===== config.mk =====
export PLATFORM = sky130hd
export DESIGN_NAME = mips_cpu_register_file_sb
export DESIGN_NICKNAME = d
export VERILOG_FILES = /design/src/rtl/mips_cpu_pkg.sv /design/src/rtl/mips_cpu_reg_scoreboard.sv /design/src/rtl/mips_cpu_register_file_sb.sv
export SDC_FILE = /design/constraint.sdc
export NUM_CORES = 2
export LEC_CHECK = 0
export BUFFER_PORTS_ARGS = -buffer_cell sky130_fd_sc_hd__buf_2
export CORE_MARGIN = 8
export CORE_UTILIZATION = 60
export CTS_BUF_LIST = sky130_fd_sc_hd__clkbuf_4
export CTS_CLUSTER_SIZE = 28
export DETAILED_ROUTE_END_ITERATION = 6
export HOLD_SLACK_MARGIN = 0.08
export MAX_ROUTING_LAYER = met4
export PLACE_DENSITY_LB_ADDON = 0.2
export SYNTH_ARGS = -nofsm -noshare
export SYNTH_HDL_FRONTEND = slang
export SYNTH_HIERARCHICAL = 1
export SYNTH_SLANG_ARGS = --single-unit

===== constraint.sdc =====
create_clock -name clk -period 6.8 [get_ports clk]
set_input_delay 0.68 -clock clk [delete_from_list [all_inputs] [get_ports clk]]
set_output_delay 0.68 -clock clk [all_outputs]
set_load 0.005 [all_outputs]

===== src/rtl/mips_cpu_pkg.sv =====
// Shared definitions for the MIPS CPU core: default register-file geometry
// and the architecturally special register addresses.
package mips_cpu_pkg;

  localparam int DEFAULT_DATA_WIDTH = 32;
  localparam int DEFAULT_ADDR_WIDTH = 5;

  typedef logic [DEFAULT_ADDR_WIDTH-1:0] reg_addr_t;

  // $zero is hardwired to 0; $v0 holds function return values.
  localparam reg_addr_t REG_ZERO = 5'd0;
  localparam reg_addr_t REG_V0   = 5'd2;

endpackage


===== src/rtl/mips_cpu_reg_scoreboard.sv =====
// Per-register pending-write scoreboard. A register is marked pending when
// decode issues a multi-cycle producer. It is cleared when writeback writes
// the register. A set on the same edge as a clear wins, because the set
// belongs to a newer request. pending_count is the registered popcount of the
// pending vector.
module mips_cpu_reg_scoreboard
  import mips_cpu_pkg::*;
#(
  parameter int  ADDR_WIDTH = DEFAULT_ADDR_WIDTH,
  localparam int DEPTH      = 1 << ADDR_WIDTH
) (
  input  logic                  clk_i,
  input  logic                  reset_i,
  input  logic                  set_en_i,
  input  logic [ADDR_WIDTH-1:0] set_addr_i,
  input  logic                  clr_c_en_i,
  input  logic [ADDR_WIDTH-1:0] clr_c_addr_i,
  input  logic                  clr_d_en_i,
  input  logic [ADDR_WIDTH-1:0] clr_d_addr_i,
  output logic [DEPTH-1:0]      pending_o,
  output logic [ADDR_WIDTH:0]   count_o
);

  logic [DEPTH-1:0]    pend_q, pend_d;
  logic [ADDR_WIDTH:0] count_q, count_d;

  // Next pending vector: clears first, then the set overrides. Register 0 is never pending.
  always_comb begin
    pend_d = pend_q;
    if (clr_c_en_i) pend_d[clr_c_addr_i] = 1'b0;
    if (clr_d_en_i) pend_d[clr_d_addr_i] = 1'b0;
    if (set_en_i && (set_addr_i != ADDR_WIDTH'(REG_ZERO))) pend_d[set_addr_i] = 1'b1;
    pend_d[ADDR_WIDTH'(REG_ZERO)] = 1'b0;
  end

  // Popcount of the next pending vector, so count_q stays in step with pend_q.
  always_comb begin
    count_d = '0;
    for (int i = 0; i < DEPTH; i++) begin
      count_d = count_d + {{ADDR_WIDTH{1'b0}}, pend_d[i]};
    end
  end

  // State update. Reset discards all outstanding requests.
  always_ff @(posedge clk_i) begin
    if (reset_i) begin
      pend_q  <= '0;
      count_q <= '0;
    end else begin
      pend_q  <= pend_d;
      count_q <= count_d;
    end
  end

  assign pending_o = pend_q;
  assign count_o   = count_q;

endmodule


===== src/rtl/mips_cpu_register_file_sb.sv =====
// MIPS general-purpose register file with two combinational read ports and
// two write ports. Port D has priority over port C, both for storage and for
// the bypass. The file also has a pending-write scoreboard that drives
// read_busy_a/b for the hazard unit.
// Flow control: there is no valid/ready handshake. Every enabled write is
// accepted on its edge. Stalling is decided outside this block from read_busy.
module mips_cpu_register_file_sb
  import mips_cpu_pkg::*;
#(
  parameter int DATA_WIDTH = DEFAULT_DATA_WIDTH,
  parameter int ADDR_WIDTH = DEFAULT_ADDR_WIDTH,
  parameter bit BYPASS     = 1'b1
) (
  input  logic                  clk,
  input  logic                  reset,
  output logic [DATA_WIDTH-1:0] register_v0,
  input  logic [ADDR_WIDTH-1:0] read_addr_a,
  output logic [DATA_WIDTH-1:0] read_data_a,
  output logic                  read_busy_a,
  input  logic [ADDR_WIDTH-1:0] read_addr_b,
  output logic [DATA_WIDTH-1:0] read_data_b,
  output logic                  read_busy_b,
  input  logic [ADDR_WIDTH-1:0] write_addr_c,
  input  logic                  write_enable_c,
  input  logic [DATA_WIDTH-1:0] write_data_c,
  input  logic [ADDR_WIDTH-1:0] write_addr_d,
  input  logic                  write_enable_d,
  input  logic [DATA_WIDTH-1:0] write_data_d,
  input  logic                  pend_set_enable,
  input  logic [ADDR_WIDTH-1:0] pend_set_addr,
  output logic [ADDR_WIDTH:0]   pending_count
);

  localparam int DEPTH = 1 << ADDR_WIDTH;
  localparam logic [ADDR_WIDTH-1:0] ZERO_ADDR = ADDR_WIDTH'(REG_ZERO);
  localparam logic [ADDR_WIDTH-1:0] V0_ADDR   = ADDR_WIDTH'(REG_V0);

  logic [DATA_WIDTH-1:0] regs_q [DEPTH];
  logic [DEPTH-1:0]      pending;
  logic                  wr_c_ok, wr_d_ok;
  logic                  hit_c_a, hit_d_a, hit_c_b, hit_d_b;

  assign wr_c_ok = write_enable_c && (write_addr_c != ZERO_ADDR);
  assign wr_d_ok = write_enable_d && (write_addr_d != ZERO_ADDR);

  // Same-cycle write matches, used by the bypass and the busy masking.
  assign hit_c_a = write_enable_c && (write_addr_c == read_addr_a);
  assign hit_d_a = write_enable_d && (write_addr_d == read_addr_a);
  assign hit_c_b = write_enable_c && (write_addr_c == read_addr_b);
  assign hit_d_b = write_enable_d && (write_addr_d == read_addr_b);

  // Data array. D is written last, so D's data is stored when C and D write the same address.
  always_ff @(posedge clk) begin
    if (reset) begin
      for (int i = 0; i < DEPTH; i++) regs_q[i] <= '0;
    end else begin
      if (wr_c_ok) regs_q[write_addr_c] <= write_data_c;
      if (wr_d_ok) regs_q[write_addr_d] <= write_data_d;
    end
  end

  mips_cpu_reg_scoreboard #(.ADDR_WIDTH(ADDR_WIDTH)) u_scoreboard (
    .clk_i        (clk),
    .reset_i      (reset),
    .set_en_i     (pend_set_enable),
    .set_addr_i   (pend_set_addr),
    .clr_c_en_i   (write_enable_c),
    .clr_c_addr_i (write_addr_c),
    .clr_d_en_i   (write_enable_d),
    .clr_d_addr_i (write_addr_d),
    .pending_o    (pending),
    .count_o      (pending_count)
  );

  // Read port A: stored value, optionally bypassed (D over C), zero for $zero and during reset.
  always_comb begin
    read_data_a = regs_q[read_addr_a];
    if (BYPASS && hit_c_a) read_data_a = write_data_c;
    if (BYPASS && hit_d_a) read_data_a = write_data_d;
    if (reset || (read_addr_a == ZERO_ADDR)) read_data_a = '0;
  end

  // Read port B: same selection as port A.
  always_comb begin
    read_data_b = regs_q[read_addr_b];
    if (BYPASS && hit_c_b) read_data_b = write_data_c;
    if (BYPASS && hit_d_b) read_data_b = write_data_d;
    if (reset || (read_addr_b == ZERO_ADDR)) read_data_b = '0;
  end

  // Busy flags: a write landing this cycle satisfies the pending request only when it is bypassed.
  always_comb begin
    read_busy_a = pending[read_addr_a] & ~(BYPASS & (hit_c_a | hit_d_a));
    read_busy_b = pending[read_addr_b] & ~(BYPASS & (hit_c_b | hit_d_b));
    if (reset || (read_addr_a == ZERO_ADDR)) read_busy_a = 1'b0;
    if (reset || (read_addr_b == ZERO_ADDR)) read_busy_b = 1'b0;
  end

  // Debug view of $v0, taken from storage with no bypass.
  assign register_v0 = reset ? '0 : regs_q[V0_ADDR];

endmodule


# Yosys cells after proc, flatten, opt, wreduce, memory -nomap -nowiden
# Memory sizes are Yosys's and may differ from the RTL's.
# Index checks and enable logic that the tools add are counted.
[classes]
n_eq_ne = 4
muxes = 36
add_sub_neg = 30
n_reduce_logical = 19
bitwise = 11
n_lt_le_gt_ge = 8
[op_table]
columns = ["cell", "n"]
rows = [
  ["$mux W32", 12],
  ["$add A6 B1 Y6", 29],
  ["$and A32 B32 Y32", 2],
  ["$not A32 Y32", 2],
  ["$reduce_or A32 Y1", 2],
  ["$or A32 B32 Y32", 1],
  ["$lt A5 B6 Y1 const B", 5],
  ["$eq A5 B5 Y1", 4],
  ["$mux W1", 17],
  ["$demux W1 S5", 3],
  ["$ge A5 B1 Y1 const B", 3],
  ["$reduce_bool A5 Y1", 3],
  ["$bmux W1 S5", 2],
  ["$logic_and A1 B1 Y1", 10],
  ["$logic_not A5 Y1", 2],
  ["$mux W5", 2],
  ["$add A1 B1 Y2", 1],
  ["$and A1 B1 Y1", 2],
  ["$logic_or A1 B1 Y1", 2],
  ["$not A1 Y1", 2],
  ["$or A1 B1 Y1", 2],
]
[totals]
n_memories = 1
regBits = 38
elab_cells = 112
ram_bits = 1024
[memory_table]
columns = ["name", "words", "word_bits", "read_ports", "rd_ports_with_merged_regs", "write_ports", "line", "source"]
rows = [
  ["regs_q", 32, 32, 3, 0, 32, "mips_cpu_register_file_sb.sv:38", "logic [DATA_WIDTH-1:0] regs_q [DEPTH];"],
]

# Logic depth before layout (Yosys ltp)
[logic_depth]
word_depth = 41
mapped_depth = 19

# By module
# Netlist, hierarchy kept.
[modules_own_cells]
columns = ["module", "area_per_inst_um2", "cells_per_inst", "n_inst"]
rows = [
  ["mips_cpu_register_file_sb", 61245.0, 4681, 1],
  ["mips_cpu_reg_scoreboard", 2617.5, 285, 1],
]

# Worst setup path before layout
# Ideal clock, no wire load.
[synth_path]
path_type = "input port to flip-flop"
start = "input write_addr_d[4]"
end = "register u_scoreboard.count_q[4], in the netlist u_scoreboard/count_o[4]"
slack_ps = 648
setup_time_ps = 121
path_buffers = 0
arrival_time_ps = 6032
path_stages = 16
cell_sequence = "or4b_1 > o21ai_1 > o22ai_1 > fa_1 > fa_1 > fa_1 > fa_1 > inv_1 > fa_1 > inv_1 > fa_1 > fa_1 > fa_1 > a21o_1 > a21oi_1 > mux2_2"
[synth_via]
elab_cells_between_ends = 40
[synth_lines]
columns = ["element", "line", "source"]
rows = [
  ["start: declaration", "mips_cpu_register_file_sb.sv:26", "input logic [ADDR_WIDTH-1:0] write_addr_d,"],
  ["$lt A5 B6 Y1 (not written as such) or $ge A5 B1 Y1 (tied branches)", "mips_cpu_reg_scoreboard.sv:31", "if (clr_d_en_i) pend_d[clr_d_addr_i] = 1'b0;"],
  ["$logic_and A1 B1 Y1 (not written as such)", "mips_cpu_reg_scoreboard.sv:31", ""],
  ["$mux W1 (not written as such)", "mips_cpu_reg_scoreboard.sv:31", ""],
  ["$demux W1 S5 (*)", "n/a", ""],
  ["$not A32 Y32 (no source line) (*)", "n/a", ""],
  ["$and A32 B32 Y32 (no source line) (*)", "n/a", ""],
  ["$mux W32 (*)", "mips_cpu_reg_scoreboard.sv:31", ""],
  ["$or A32 B32 Y32 (no source line)", "n/a", ""],
  ["$mux W32 (*)", "mips_cpu_reg_scoreboard.sv:32", "if (set_en_i && (set_addr_i != ADDR_WIDTH'(REG_ZERO))) pend_d[set_addr_i] = 1'b1;"],
  ["net u_scoreboard.pend_d[4]", "mips_cpu_reg_scoreboard.sv:24", "logic [DEPTH-1:0] pend_q, pend_d;"],
  ["$add A6 B1 Y6 (*) (28 in series)", "mips_cpu_reg_scoreboard.sv:40", "count_d = count_d + {{ADDR_WIDTH{1'b0}}, pend_d[i]};"],
  ["end signal: assignment", "mips_cpu_reg_scoreboard.sv:51", "count_q <= count_d;"],
  ["end: declaration", "mips_cpu_reg_scoreboard.sv:25", "logic [ADDR_WIDTH:0] count_q, count_d;"],
]
# Mark *: on every way through the listed nets, which the timed path passes. The rest lies on a longest branch.
# A chain may end at the register's enable or synchronous reset.

# Final worst setup path
[layout_path]
start = "input reset"
end = "output read_data_b[2]"
[layout_via]
elab_chain_len = 2
[layout_lines]
columns = ["element", "line", "source"]
rows = [
  ["start: declaration", "mips_cpu_register_file_sb.sv:15", "input logic reset,"],
  ["$logic_or A1 B1 Y1", "mips_cpu_register_file_sb.sv:88", "if (reset || (read_addr_b == ZERO_ADDR)) read_data_b = '0;"],
  ["$mux W32", "mips_cpu_register_file_sb.sv:88", ""],
  ["end: declaration", "mips_cpu_register_file_sb.sv:21", "output logic [DATA_WIDTH-1:0] read_data_b,"],
]
# No other way between the ends.

==> impl_metrics.json <==
{
  "antenna_left": 0,
  "h-tree-depth": 5,
  "holdWs_ps": 155,
  "fin_worst_skew_ps": 81.4,
  "hold_depth": 3,
  "powerDensity_nw_per_um2": 227,
  "core_area_um2": 105000,
  "worstSetupStartpointType": "input pin",
  "remaining_drc_errors": 5,
  "die_h_um": 342,
  "synth_top_cell_by_area": "edfxtp_1",
  "p_comb_share_pct": 14.3,
  "first_iter_violations": 9666,
  "placementRows": 119,
  "hold_start": "write_data_c[6]",
  "peakVddDrop_mv": 0.140,
  "dr.pass1.iters": 7,
  "io-pin-count": 198,
  "synthDistinctLibCells": 70,
  "hp-class": "in2reg",
  "clock_path_buffers": 4,
  "hold_viol_final": 0,
  "grt_pass1_wl_mm": 357,
  "cts_resized": 0,
  "required_ps": 6120,
  "cp_data_arrival_time_ps": 5350,
  "tns_ps": 0,
  "status": "complete, but fails checks",
  "clkPwrFrac_pct": 37.5,
  "period_minus_slack_ps": 6030,
  "slew-limit-headroom_pct": -7.92,
  "dp_hpwl_mm": 151,
  "gr-total-overflow": 0,
  "tightest_slew_ps": 1600,
  "synth_commonest_cells": "edfxtp_1 (992), a22o_1 (736), nand2_1 (566), mux4_2 (498), clkbuf_1 (437)",
  "p_sw_share_pct": 27.5,
  "port_buffers": 197,
  "post_drt_wl_per_cell_um": 38.4,
  "clk_latency_ps": 1210,
  "avgSynthCellArea_um2": 12.9,
  "maxSlewViolCount": 2,
  "grt_usage_pct": 43.7,
  "clk_pin_slew_ps": 60,
  "grt_pass1_vias": 50600,
  "timing.rr.end": "u_scoreboard/count_o[4]",
  "async_flop_share_pct": 0,
  "grt_max_degree": 143,
  "root_buffer": "clkbuf_4",
  "die_w_um": 342,
  "ys_seq_area_share_pct": 48.8,
  "antenna_found_initial": 15,
  "vias": 52700,
  "gp_congestion": 0.973,
  "yosys_warnings": 6,
  "yosys.area.top_type_share_pct": 46.6,
  "cts_sinks": 1061,
  "rr_startpoint": "u_scoreboard/pending_o[7]",
  "final_net_count": 5153,
  "seq_power_share_pct": 48.2,
  "cts_tree": "built",
  "synth_area_um2": 63900,
  "holdPathEnd": "regs_q[2][6]",
  "numCtsBuffers": 301,
  "synth_edf_count": 992,
  "power.leakage_nw": 24.7,
  "start_util_pct": 60.6,
  "max_freq_mhz": 166,
  "maxCapViolations": 1,
  "r2r_setup_slack_ps": 1240,
  "p_int_w": 0.0116,
  "fin_crit_sh_pct": 88.7,
  "fin_util_pct": 67.0,
  "stdcell_count": 6649,
  "drt-total-wl_mm": 255,
  "p_sw_w": 0.00439,
  "synth-main-ff-cell": "edfxtp_1",
  "setup-violations-final": 0,
  "violations": "DRC, capacitance limit, slew limit",
  "synth.most_common_cell": "edfxtp_1",
  "cp-end-kind": "output port",
  "syn2layout_area_growth_pct": 10.5,
  "crit_type": "in2out",
  "post_cts_buffers": 0,
  "reg2reg_depth": 15,
  "rsz0062_at_grt": "false",
  "place_inst": 6040,
  "layout-drive-gt1-share_pct": 28.2,
  "yosys-top-cells-area": "edfxtp_1 (47%), mux4_2 (18%), a22o_1 (10%)",
  "fillers": 7527,
  "cp_max_fo": 38,
  "dieArea_um2": 117000,
  "synth_seq_cells": 1061,
  "p_total_w": 0.0160,
  "via_per_inst": 7.93,
  "synthCells": 4966
}
## registers in the layout (all words and copies together) (netlist names)
| signal | flops |
|---|---|
| u_scoreboard/pending_o | 31 |
| u_scoreboard/count_o | 6 |
| regs_q | 1024 |
## metrics by stage
stage	setup slack, ps	cell area (um2)
finish	765	70600
global route	790	70600
CTS	1000	70500
detailed placement	204	66000
global placement	187	66000
floorplan	648	64000
## worst max-delay path, cell delays in order
cell           delay (ps)
dlygate4sd3_1         540
buf_4                 310
inv_2                 880
o41ai_1               260
o21ba_2               830
o21ai_0               200
o21ai_0              1260
buf_2                 300
## repair_timing
action	CTS	global route
hold buffers	77	0
setup endpoints to repair	0	0
endpoints found under the hold margin	118	0
## cells in the final DEF, fill, tap and decap left out, types with 39 or more instances in the layout
cell type | netlist | final
clkbuf_4 | 0 | 454
o21ai_1 | 45 | 45
buf_4 | 23 | 183
a22o_1 | 736 | 736
nor2b_1 | 41 | 39
mux2i_1 | 260 | 260
dlygate4sd3_1 | 0 | 77
dfxtp_1 | 69 | 69
nand2_1 | 566 | 565
o22ai_1 | 113 | 113
edfxtp_1 | 992 | 992
nor2_4 | 0 | 41
buf_2 | 154 | 189
o21ai_0 | 338 | 338
inv_1 | 49 | 49
nand4_1 | 43 | 43
mux4_2 | 498 | 498
## how the worst max path moves through the flow
stage / from / endpoint / slack, ps
after floorplan: write_addr_d[4] / u_scoreboard/count_o[4] / 650
after global placement: write_addr_c[1] / u_scoreboard/count_o[4] / 190
after detailed placement: write_addr_c[1] / u_scoreboard/count_o[4] / 200
after CTS: pend_set_addr[3] / u_scoreboard/count_o[4] / 1000
after global routing: pend_set_addr[3] / u_scoreboard/count_o[4] / 790
final: reset / read_data_b[2] / 770
## routing by layer
metal | track usage (%) | part of all wire (%)
met5 | - | 0
met4 | 26.8 | 7.4
met3 | 18.2 | 18
met2 | 60.0 | 42
met1 | 53.7 | 33
## cell type report
class,count,area (um2),share of cell area (%)
antenna,26,65.1,0.0922
clock buffer,454,3410,4.83
clock inverter,52,342,0.484
inverter,54,205,0.291
multi-input combinational,3150,30400,43.0
sequential,1061,31200,44.2
tap,1391,1740,2.47
timing repair buffer,461,3300,4.68
## power by group through the flow
stage | clock, W | combinational, W | sequential, W
5_1_grt | 0.00630 | 0.00232 | 0.00773
6_report | 0.00600 | 0.00228 | 0.00771
3_5_place_dp | 0 | 0.00215 | 0.00783
3_3_place_gp | 0 | 0.00213 | 0.00780
4_1_cts | 0.00599 | 0.00219 | 0.00769
2_1_floorplan | 0 | 0.00142 | 0.00776
## cell families after synthesis
family,after synthesis,synth area share [%]
other cells,2,0.0118
mux,764,21.7
simple gates,865,6.19
xor+xnor,21,0.288
flops,1061,48.8
buf+inv,786,5.21
fa+ha+maj,30,0.858
compound gates,1437,16.9
(Power assumes the default switching activity.)
